### src/rtl/hood_pkg.sv
// rtl/hood_pkg.sv - mode encodings, fan levels and default durations for the hood core
package hood_pkg;

  typedef enum logic [2:0] {
    MODE_OFF      = 3'd0,
    MODE_STANDBY  = 3'd1,
    MODE_MENU     = 3'd2,
    MODE_LVL1     = 3'd3,
    MODE_LVL2     = 3'd4,
    MODE_LVL3     = 3'd5,
    MODE_L3_EXIT  = 3'd6,
    MODE_CLEAN    = 3'd7
  } mode_e;

  localparam logic [1:0] FAN_STOP = 2'd0;
  localparam logic [1:0] FAN_L1   = 2'd1;
  localparam logic [1:0] FAN_L2   = 2'd2;
  localparam logic [1:0] FAN_L3   = 2'd3;

  localparam int unsigned DEF_TICK_CYCLES     = 100_000_000;
  localparam int unsigned DEF_L3_SECONDS      = 60;
  localparam int unsigned DEF_L3_EXIT_SECONDS = 60;
  localparam int unsigned DEF_CLEAN_SECONDS   = 180;

  // Self-clean runs with the fan stopped; L3_EXIT keeps the burst speed as run-on.
  function automatic logic [1:0] fan_for_mode(input mode_e m);
    logic [1:0] f;
    f = FAN_STOP;
    case (m)
      MODE_LVL1:    f = FAN_L1;
      MODE_LVL2:    f = FAN_L2;
      MODE_LVL3:    f = FAN_L3;
      MODE_L3_EXIT: f = FAN_L3;
      default:      f = FAN_STOP;
    endcase
    return f;
  endfunction

endpackage

### src/rtl/sec_tick_gen.sv
// rtl/sec_tick_gen.sv - one-second prescaler with synchronous clear and single-cycle tick
module sec_tick_gen #(
  parameter int unsigned TICK_CYCLES = 100_000_000
) (
  input  logic clk,
  input  logic rst,
  input  logic clr,
  output logic tick
);

  localparam int unsigned CW = (TICK_CYCLES > 1) ? $clog2(TICK_CYCLES) : 1;
  localparam logic [CW-1:0] LAST = CW'(TICK_CYCLES - 1);

  logic [CW-1:0] cnt_q, cnt_d;

  // tick must not depend on clr: clr is derived from a mode change the tick itself can cause.
  assign tick = (cnt_q == LAST);

  always_comb begin
    cnt_d = cnt_q + CW'(1);
    if (clr || tick) begin
      cnt_d = '0;
    end
  end

  always_ff @(posedge clk or negedge rst) begin
    if (!rst) begin
      cnt_q <= '0;
    end else begin
      cnt_q <= cnt_d;
    end
  end

endmodule

### src/rtl/hood_mode_controller.sv
// rtl/hood_mode_controller.sv - range-hood mode FSM with timed level-3, run-on and self-clean
module hood_mode_controller #(
  parameter int unsigned TICK_CYCLES     = hood_pkg::DEF_TICK_CYCLES,
  parameter int unsigned L3_SECONDS      = hood_pkg::DEF_L3_SECONDS,
  parameter int unsigned L3_EXIT_SECONDS = hood_pkg::DEF_L3_EXIT_SECONDS,
  parameter int unsigned CLEAN_SECONDS   = hood_pkg::DEF_CLEAN_SECONDS
) (
  input  logic       clk,
  input  logic       rst,
  input  logic       power_on,
  input  logic       menu_p,
  input  logic       lvl1_p,
  input  logic       lvl2_p,
  input  logic       lvl3_p,
  input  logic       clean_p,
  output logic [2:0] mode,
  output logic [1:0] fan_level,
  output logic [7:0] countdown_s,
  output logic       lvl3_used,
  output logic       clean_done
);

  import hood_pkg::*;

  localparam logic [7:0] L3_LOAD      = 8'(L3_SECONDS);
  localparam logic [7:0] L3_EXIT_LOAD = 8'(L3_EXIT_SECONDS);
  localparam logic [7:0] CLEAN_LOAD   = 8'(CLEAN_SECONDS);

  mode_e      mode_q, mode_d;
  logic [7:0] cd_q, cd_d;
  logic       used_q, used_d;
  logic       cdone_q, cdone_d;
  logic       tick;
  logic       last_sec;
  logic       clr;

  assign last_sec = (cd_q == 8'd1);
  assign clr      = (mode_d != mode_q);

  sec_tick_gen #(
    .TICK_CYCLES (TICK_CYCLES)
  ) u_tick (
    .clk  (clk),
    .rst  (rst),
    .clr  (clr),
    .tick (tick)
  );

  always_comb begin
    mode_d  = mode_q;
    cd_d    = cd_q;
    used_d  = used_q;
    cdone_d = 1'b0;
    if (!power_on) begin
      mode_d = MODE_OFF;
      cd_d   = 8'd0;
      used_d = 1'b0;
    end else begin
      case (mode_q)
        MODE_OFF: mode_d = MODE_STANDBY;
        MODE_STANDBY: begin
          if (menu_p) mode_d = MODE_MENU;
        end
        // A winning key that is not legal here is still consumed; lower keys are dropped.
        MODE_MENU: begin
          if (menu_p) begin
            mode_d = MODE_STANDBY;
          end else if (clean_p) begin
            mode_d = MODE_CLEAN;
            cd_d   = CLEAN_LOAD;
          end else if (lvl3_p) begin
            if (!used_q) begin
              mode_d = MODE_LVL3;
              cd_d   = L3_LOAD;
              used_d = 1'b1;
            end
          end else if (lvl2_p) begin
            mode_d = MODE_LVL2;
          end else if (lvl1_p) begin
            mode_d = MODE_LVL1;
          end
        end
        MODE_LVL1, MODE_LVL2: begin
          if (menu_p) begin
            mode_d = MODE_STANDBY;
          end else if (!clean_p && !lvl3_p) begin
            if (lvl2_p)      mode_d = MODE_LVL2;
            else if (lvl1_p) mode_d = MODE_LVL1;
          end
        end
        MODE_LVL3: begin
          if (menu_p) begin
            mode_d = MODE_L3_EXIT;
            cd_d   = L3_EXIT_LOAD;
          end else if (tick) begin
            if (last_sec) begin
              mode_d = MODE_LVL2;
              cd_d   = 8'd0;
            end else begin
              cd_d = cd_q - 8'd1;
            end
          end
        end
        MODE_L3_EXIT, MODE_CLEAN: begin
          if (tick) begin
            if (last_sec) begin
              mode_d  = MODE_STANDBY;
              cd_d    = 8'd0;
              cdone_d = (mode_q == MODE_CLEAN);
            end else begin
              cd_d = cd_q - 8'd1;
            end
          end
        end
        default: mode_d = MODE_OFF;
      endcase
    end
  end

  always_ff @(posedge clk or negedge rst) begin
    if (!rst) begin
      mode_q  <= MODE_OFF;
      cd_q    <= 8'd0;
      used_q  <= 1'b0;
      cdone_q <= 1'b0;
    end else begin
      mode_q  <= mode_d;
      cd_q    <= cd_d;
      used_q  <= used_d;
      cdone_q <= cdone_d;
    end
  end

  assign mode        = mode_q;
  assign fan_level   = fan_for_mode(mode_q);
  assign countdown_s = cd_q;
  assign lvl3_used   = used_q;
  assign clean_done  = cdone_q;

endmodule

### config.mk
export PLATFORM = sky130hd
export DESIGN_NAME = hood_mode_controller
export DESIGN_NICKNAME = d
export VERILOG_FILES = /design/src/rtl/hood_pkg.sv /design/src/rtl/sec_tick_gen.sv /design/src/rtl/hood_mode_controller.sv
export SDC_FILE = /design/constraint.sdc
export NUM_CORES = 1
export LEC_CHECK = 0
export ABC_AREA = 1
export CAP_MARGIN = 20
export CORE_MARGIN = 5
export CORE_UTILIZATION = 45
export DETAILED_ROUTE_END_ITERATION = 8
export PLACE_DENSITY = 0.67
export SLEW_MARGIN = 20
export SYNTH_ARGS = -nofsm -noshare
export SYNTH_HDL_FRONTEND = slang
export SYNTH_SLANG_ARGS = --single-unit
### constraint.sdc
create_clock -name clk -period 1.8 [get_ports clk]
set_input_delay 0.54 -clock clk [delete_from_list [all_inputs] [get_ports clk]]
set_output_delay 0.54 -clock clk [all_outputs]
set_load 0.005 [all_outputs]
-- Yosys cells after proc, flatten, opt, wreduce, memory -nomap -nowiden
Cells that the tools add are included.
- register bits: 40
- bits in latches: 0
- bits in writable memories: 0
- bits in read-only memories: 0
- bits of input ports: 8
- word-level logic and storage cells: 71
- memories kept: 0
- add/sub/neg operators: 2
- multiply operators: 0
- divide/modulo/power cells: 0
- order comparisons: 0
- eq/ne operators: 18
- shifts and indexed selects: 0
- multiplexer cells: 36
- bitwise operators: 0
- reductions and logical operators: 10
- operators with widths (kind ; count):
    $mux W8 ; 8
    $mux W3 ; 15
    $add A27 B1 Y27 const B ; 1
    $eq A27 B27 Y1 const B ; 1
    $mux W27 ; 1
    $pmux W8 S3 ; 1
    $pmux W3 S6 ; 1
    $eq A3 B3 Y1 const B ; 4
    $mux W1 ; 9
    $eq A8 B1 Y1 const B ; 1
    $ne A4 B4 Y1 const B ; 2
    $reduce_and A4 Y1 ; 2
    $sub A8 B1 Y8 const B ; 1
    $eq A3 B2 Y1 const B ; 2
    $pmux W2 S3 ; 1
    $reduce_or A2 Y1 ; 3
    $ne A2 B1 Y1 const B ; 2
    $ne A2 B2 Y1 const B ; 2
    $ne A4 B1 Y1 const B ; 1
    $eq A3 B1 Y1 const B ; 1
    $logic_not A3 Y1 ; 1
    $ne A3 B3 Y1 ; 1
    $ne A3 B3 Y1 const B ; 1
    $logic_not A1 Y1 ; 2
    2 further kinds ; 2

-- Depth between registers and ports, before layout
- depth after elaboration: 10
- depth in mapped cells: 15

-- By module
Synthesis repeated with hierarchy kept, for this count alone.
- cells, all modules: 417
- area total of the unflattened synthesis: 2796.4 um2
- modules (own cells, without submodules) (module ; times used ; cells an instance ; area each (um2)):
    sec_tick_gen ; 1 ; 240 ; 1632.8
    hood_mode_controller ; 1 ; 177 ; 1163.6

-- Least setup slack after synthesis
OpenSTA, ideal clock, no wires.
- kind: reg-to-reg
- from: register u_tick.cnt_q[0]
- to: register u_tick.cnt_q[12]
- data arrival time: 1.829 ns
- required time: 1.732 ns
- path slack: -0.097 ns
- cell stages (with the launch flop): 15
- path buffers: 1
- path through: dfrtp_1 > ha_1 > nand2_1 > nor2_4 > nand2_4 > nor2_4 > nand3_4 > nand3_2 > nand2_2 > nand3_1 > nand2_1 > nor2_2 > nand3_4 > buf_12 > nor2_4
- longest elaborated chain between the ends: 8
- elaborated cells between the ends (all ways): 10
- ends and longest elaborated chain (item ; RTL line ; RTL):
    from (decl) ; sec_tick_gen.sv:14 ; logic [CW-1:0] cnt_q, cnt_d;
    from (signal assigned) ; sec_tick_gen.sv:30 ; cnt_q <= cnt_d;
    $eq A27 B27 Y1 ; sec_tick_gen.sv:17 ; assign tick = (cnt_q == LAST);
    $mux W3 ; hood_mode_controller.sv:95 ; end else if (tick) begin
    $mux W3 ; hood_mode_controller.sv:92 ; if (menu_p) begin
    $pmux W3 S6 ; hood_mode_controller.sv:59 ; case (mode_q)
    $mux W3 ; hood_mode_controller.sv:54 ; if (!power_on) begin
    $ne A3 B3 Y1 ; hood_mode_controller.sv:38 ; assign clr = (mode_d != mode_q);
    $logic_or A1 B1 Y1 ; sec_tick_gen.sv:21 ; if (clr || tick) begin
    $mux W27 * ; sec_tick_gen.sv:21 ;
    via u_tick.cnt_d[12] ; sec_tick_gen.sv:14 ;
The timed path passes the listed nets; every way through them passes the cells marked *.
A chain may end at the register's enable or synchronous reset.

-- Worst setup path in the final report
- from: register mode_q[0], in the netlist mode[0]
- to: output fan_level[1]
- longest elaborated chain between the ends: 3
- elaborated cells between the ends (all ways): 6
- ends and longest elaborated chain (item ; RTL line ; RTL):
    from (decl) ; hood_mode_controller.sv:29 ; mode_e mode_q, mode_d;
    from (signal assigned) ; hood_mode_controller.sv:127 ; mode_q <= mode_d;
    $eq A3 B3 Y1 ; hood_pkg.sv:29 ; case (m)
    $reduce_or A2 Y1 (no line) ; -- ;
    $pmux W2 S3 * ; hood_pkg.sv:29 ;
    to (decl) ; hood_mode_controller.sv:17 ; output logic [1:0] fan_level,
Every way passes the cells marked *; elsewhere a longest branch is shown, timed or not.

==> flow_summary_export.csv <==
group,metric,value,unit
synth,synth_cell_type_count,35,
setup_path,reg2reg_depth,17,
synth,yosys_warnings,0,
sta,skew,0.007435,ns
final_layout,nFillCells,485,
final_layout,area_growth,52.17,%
sta,fmax,481.2,MHz
clocking,htreeDepth,2,
final_layout,drive_above_1_share,0.4393,
setup_path,crit_cells,4,
synth,synth.avg_cell_area,8.039,µm²
placement,placed_area,0.003854,mm²
sta,rsz0062_at_grt,"true",
grt,grt-ovfl-total,0,
sta,fin_crit,2.078,ns
clocking,cts_root_buf,"clkbuf_8",
floorplanning,io_pins,23,
detailed_routing,dr_total_vias,2870,
power,p_sw,0.0007083,W
setup_path,critPathKind,"flop to primary output",
floorplanning,start_util,0.4573,
final_layout,antenna_cells,0,
power,p_leak,2.063,nW
setup_path,r2r_slack,-0.26,ns
final_layout,seq_area,0.001003,mm²
grt,grt_pass1_vias,2899,
power,p_clk_frac,0.259,
setup_path,path_delay_family,"buffers and inverters",
power,comb_power_share,0.306,
outcome,outcome,"complete, but fails checks",
detailed_routing,post_drt_via_cell_ratio,5.026,
floorplanning,rows,29,
detailed_routing,wl,7731,µm
sta,setup_viol,29,
setup_path,slowest_delay,0.50,ns
sta,drv_slew,0,
power,total_power,0.002216,W
setup_path,critPathCaptureType,"primary output",
floorplanning,die_area,0.008034,mm²
detailed_routing,routedWlPerCell,13.54,µm
clocking,clock_path_buffers,2,
setup_path,path_buf_inv,2,
flow_run,cap_violations,0,
power,switching_share,0.3196,
synth,syn_inst,355,
sta,whs,0.08212,ns
sta,slew_headroom,0.7741,
power,ir_worst_vdd,401.1,µV
final_layout,final_util,0.6959,
clocking,clk_pin_slew,0.08,ns
detailed_routing,drt-pass1-iter-count,4,
setup_path,crit_arrival,1.54,ns
power,powerDensity,510.3,mW/mm²
placement,place_hpwl,5415,µm
grt,grt_antenna_before_repair,0,
setup_path,cp-start-kind,"flop",
final_layout,nets,505,
clocking,clock_latency,0.29,ns
setup_path,reg2reg_from,"mode[1]",
synth,syn_area,0.002854,mm²
power,p_int,0.001508,W
synth,synth_top_area_share,0.3507,
grt,grt_usage,0.2038,
sta,fin_ws,-0.2781,ns
sta,fin_crit_sh,1.154,
detailed_routing,drc_errors,0,
synth,synth_fp_nets,366,
setup_path,required,1.26,ns
setup_path,cpMaxStageDelayCell,"clkdlybuf4s50_1",
setup_path,reg2reg_to,"u_tick.cnt_q[18]",
floorplanning,dieHeight,89.64,µm
synth,yosysTopAreaCell,"dfrtp_1",
clocking,cts.sinks,40,
clocking,cts_tree,"done",
hold_path,hold_path_class,"input port to asynchronous set/reset pin",
setup_path,cp_cell_sequence,"nand2_1 > inv_2 > nor2_1 > clkdlybuf4s50_1",
synth,synth_area_leaders,"dfrtp_1, nand2_1, nor2_4",
setup_path,path_max_fanout,4,
placement,port_buffers,22,
sta,final_hold_viol_count,0,
grt,grt_max_degree,35,
clocking,ctsHoldBuffers,0,
power,pwr-share-seq,0.435,
clocking,cts_buffers,5,
floorplanning,coreArea,0.006241,mm²
final_layout,multi_input_area,0.001856,mm²
sta,worst_pin_slew,0.3357,ns
outcome,failed_checks,"negative setup slack",
detailed_routing,drtIter0Drc,119,
grt,grt_pass1_wl,12880,µm
floorplanning,die_w,89.64,µm
synth,synth_seq_cells,40,
synth,ys_seq_area_frac,0.3507,
placement,place_congestion,0.9224,
detailed_routing,ant_nets,0,
final_layout,final_area,0.004343,mm²
-- kinds of logic (layout without fill, tap and decap cells) --
| logic type | after synthesis | count (layout) | synth area share |
|---|---|---|---|
| simple gates | 208 | 208 | 0.4086 |
| buf+inv | 44 | 183 | 0.07497 |
| flops | 40 | 40 | 0.3507 |
| compound gates | 31 | 31 | 0.06357 |
| xor+xnor | 29 | 29 | 0.08900 |
| fa+ha+maj | 3 | 3 | 0.01315 |
-- registers in the layout, summed over array words and instances (netlist names) --
name and count:
mode 3, u_tick.cnt_q 27, lvl3_used 1, clean_done 1
countdown_s 8
-- synthesized netlist by cell type (all sizes together) --
cell type / instances
nand4: 8
o211ai: 3
o21bai: 1
nor2: 66
ha: 3
a221oi: 1
o21ai: 13
o22ai: 1
inv: 39
a21oi: 9
o31ai: 3
nor4: 5
dfrtp: 40
xnor2: 9
or2: 1
nand3b: 2
buf: 5
nor3b: 1
nor3: 11
xor2: 20
nand3: 29
nand2: 85
-- metrics by stage --
stage	cells	setup slack (ns)	TNS (ns)
after floorplan	355	-0.08609	-1.715
after global placement	544	-0.5894	-18.48
after detailed placement	544	-0.6482	-19.87
after CTS	568	-0.2876	-7.335
after global routing	571	-0.3655	-8.965
final	571	-0.2781	-5.978
-- final cells by class --
cell class	count	area share
Tap cell	77	0.02218
Sequential cell	40	0.2311
Multi-Input combinational cell	271	0.4273
Timing Repair Buffer	137	0.2662
Clock buffer	6	0.01671
Inverter	39	0.03544
Clock inverter	1	0.001152
-- power by group through the flow --
stage          sequential [W]  clock (W)  combinational (W)
2_1_floorplan        0.000975          0           0.000306
3_3_place_gp         0.000975          0           0.000490
3_5_place_dp         0.000976          0           0.000498
4_1_cts              0.000954   0.000596           0.000700
5_1_grt              0.000969   0.000631           0.000728
6_report             0.000964   0.000573           0.000678
-- cell usage in the layout (no fill, tap or decap), drive strengths merged --
master         count
o21ai             13
o22ai              1
xnor2              9
dlygate4sd2       15
nor4               5
nor3b              1
clkdlybuf4s15      1
nand4              8
xor2              20
inv               39
o211ai             3
a21oi              9
buf              116
nand3             29
a221oi             1
dfrtp             40
or2                1
nor3              11
ha                 3
dlymetal6s2s       2
clkbuf             6
o31ai              3
nand2             85
o21bai             1
clkdlybuf4s50      3
nor2              66
nand3b             2
clkinv             1
-- layer usage --
| layer | wire (µm) | vias up | GRT usage |
|---|---|---|---|
| li1 | - | 1429 | - |
| met1 | 3300 | 1387 | 0.2504 |
| met2 | 4045 | 44 | 0.3610 |
| met3 | 273 | 10 | 0.03285 |
| met4 | 111 | 0 | 0.06901 |
| met5 | 0 | - | 0 |
-- worst max-delay path by stage --
stage	from	to	slack [ns]
floorplan	u_tick.cnt_q[0]	u_tick.cnt_q[12]	-0.09
global placement	lvl3_p	u_tick.cnt_q[2]	-0.59
detailed placement	clean_p	u_tick.cnt_q[5]	-0.65
CTS	mode[1]	u_tick.cnt_q[8]	-0.29
global route	mode[1]	u_tick.cnt_q[20]	-0.37
finish	mode[0]	fan_level[1]	-0.28
-- what timing repair did --
| action | CTS | global route |
|---|---|---|
| cloned | 2 | 0 |
| gates resized for setup | 57 | 33 |
| pin swaps | 16 | 18 |
| setup endpoints to repair | 46 | 40 |
| setup buffers | 15 | 5 |
No activity file was read; power rests on OpenSTA's default activity.
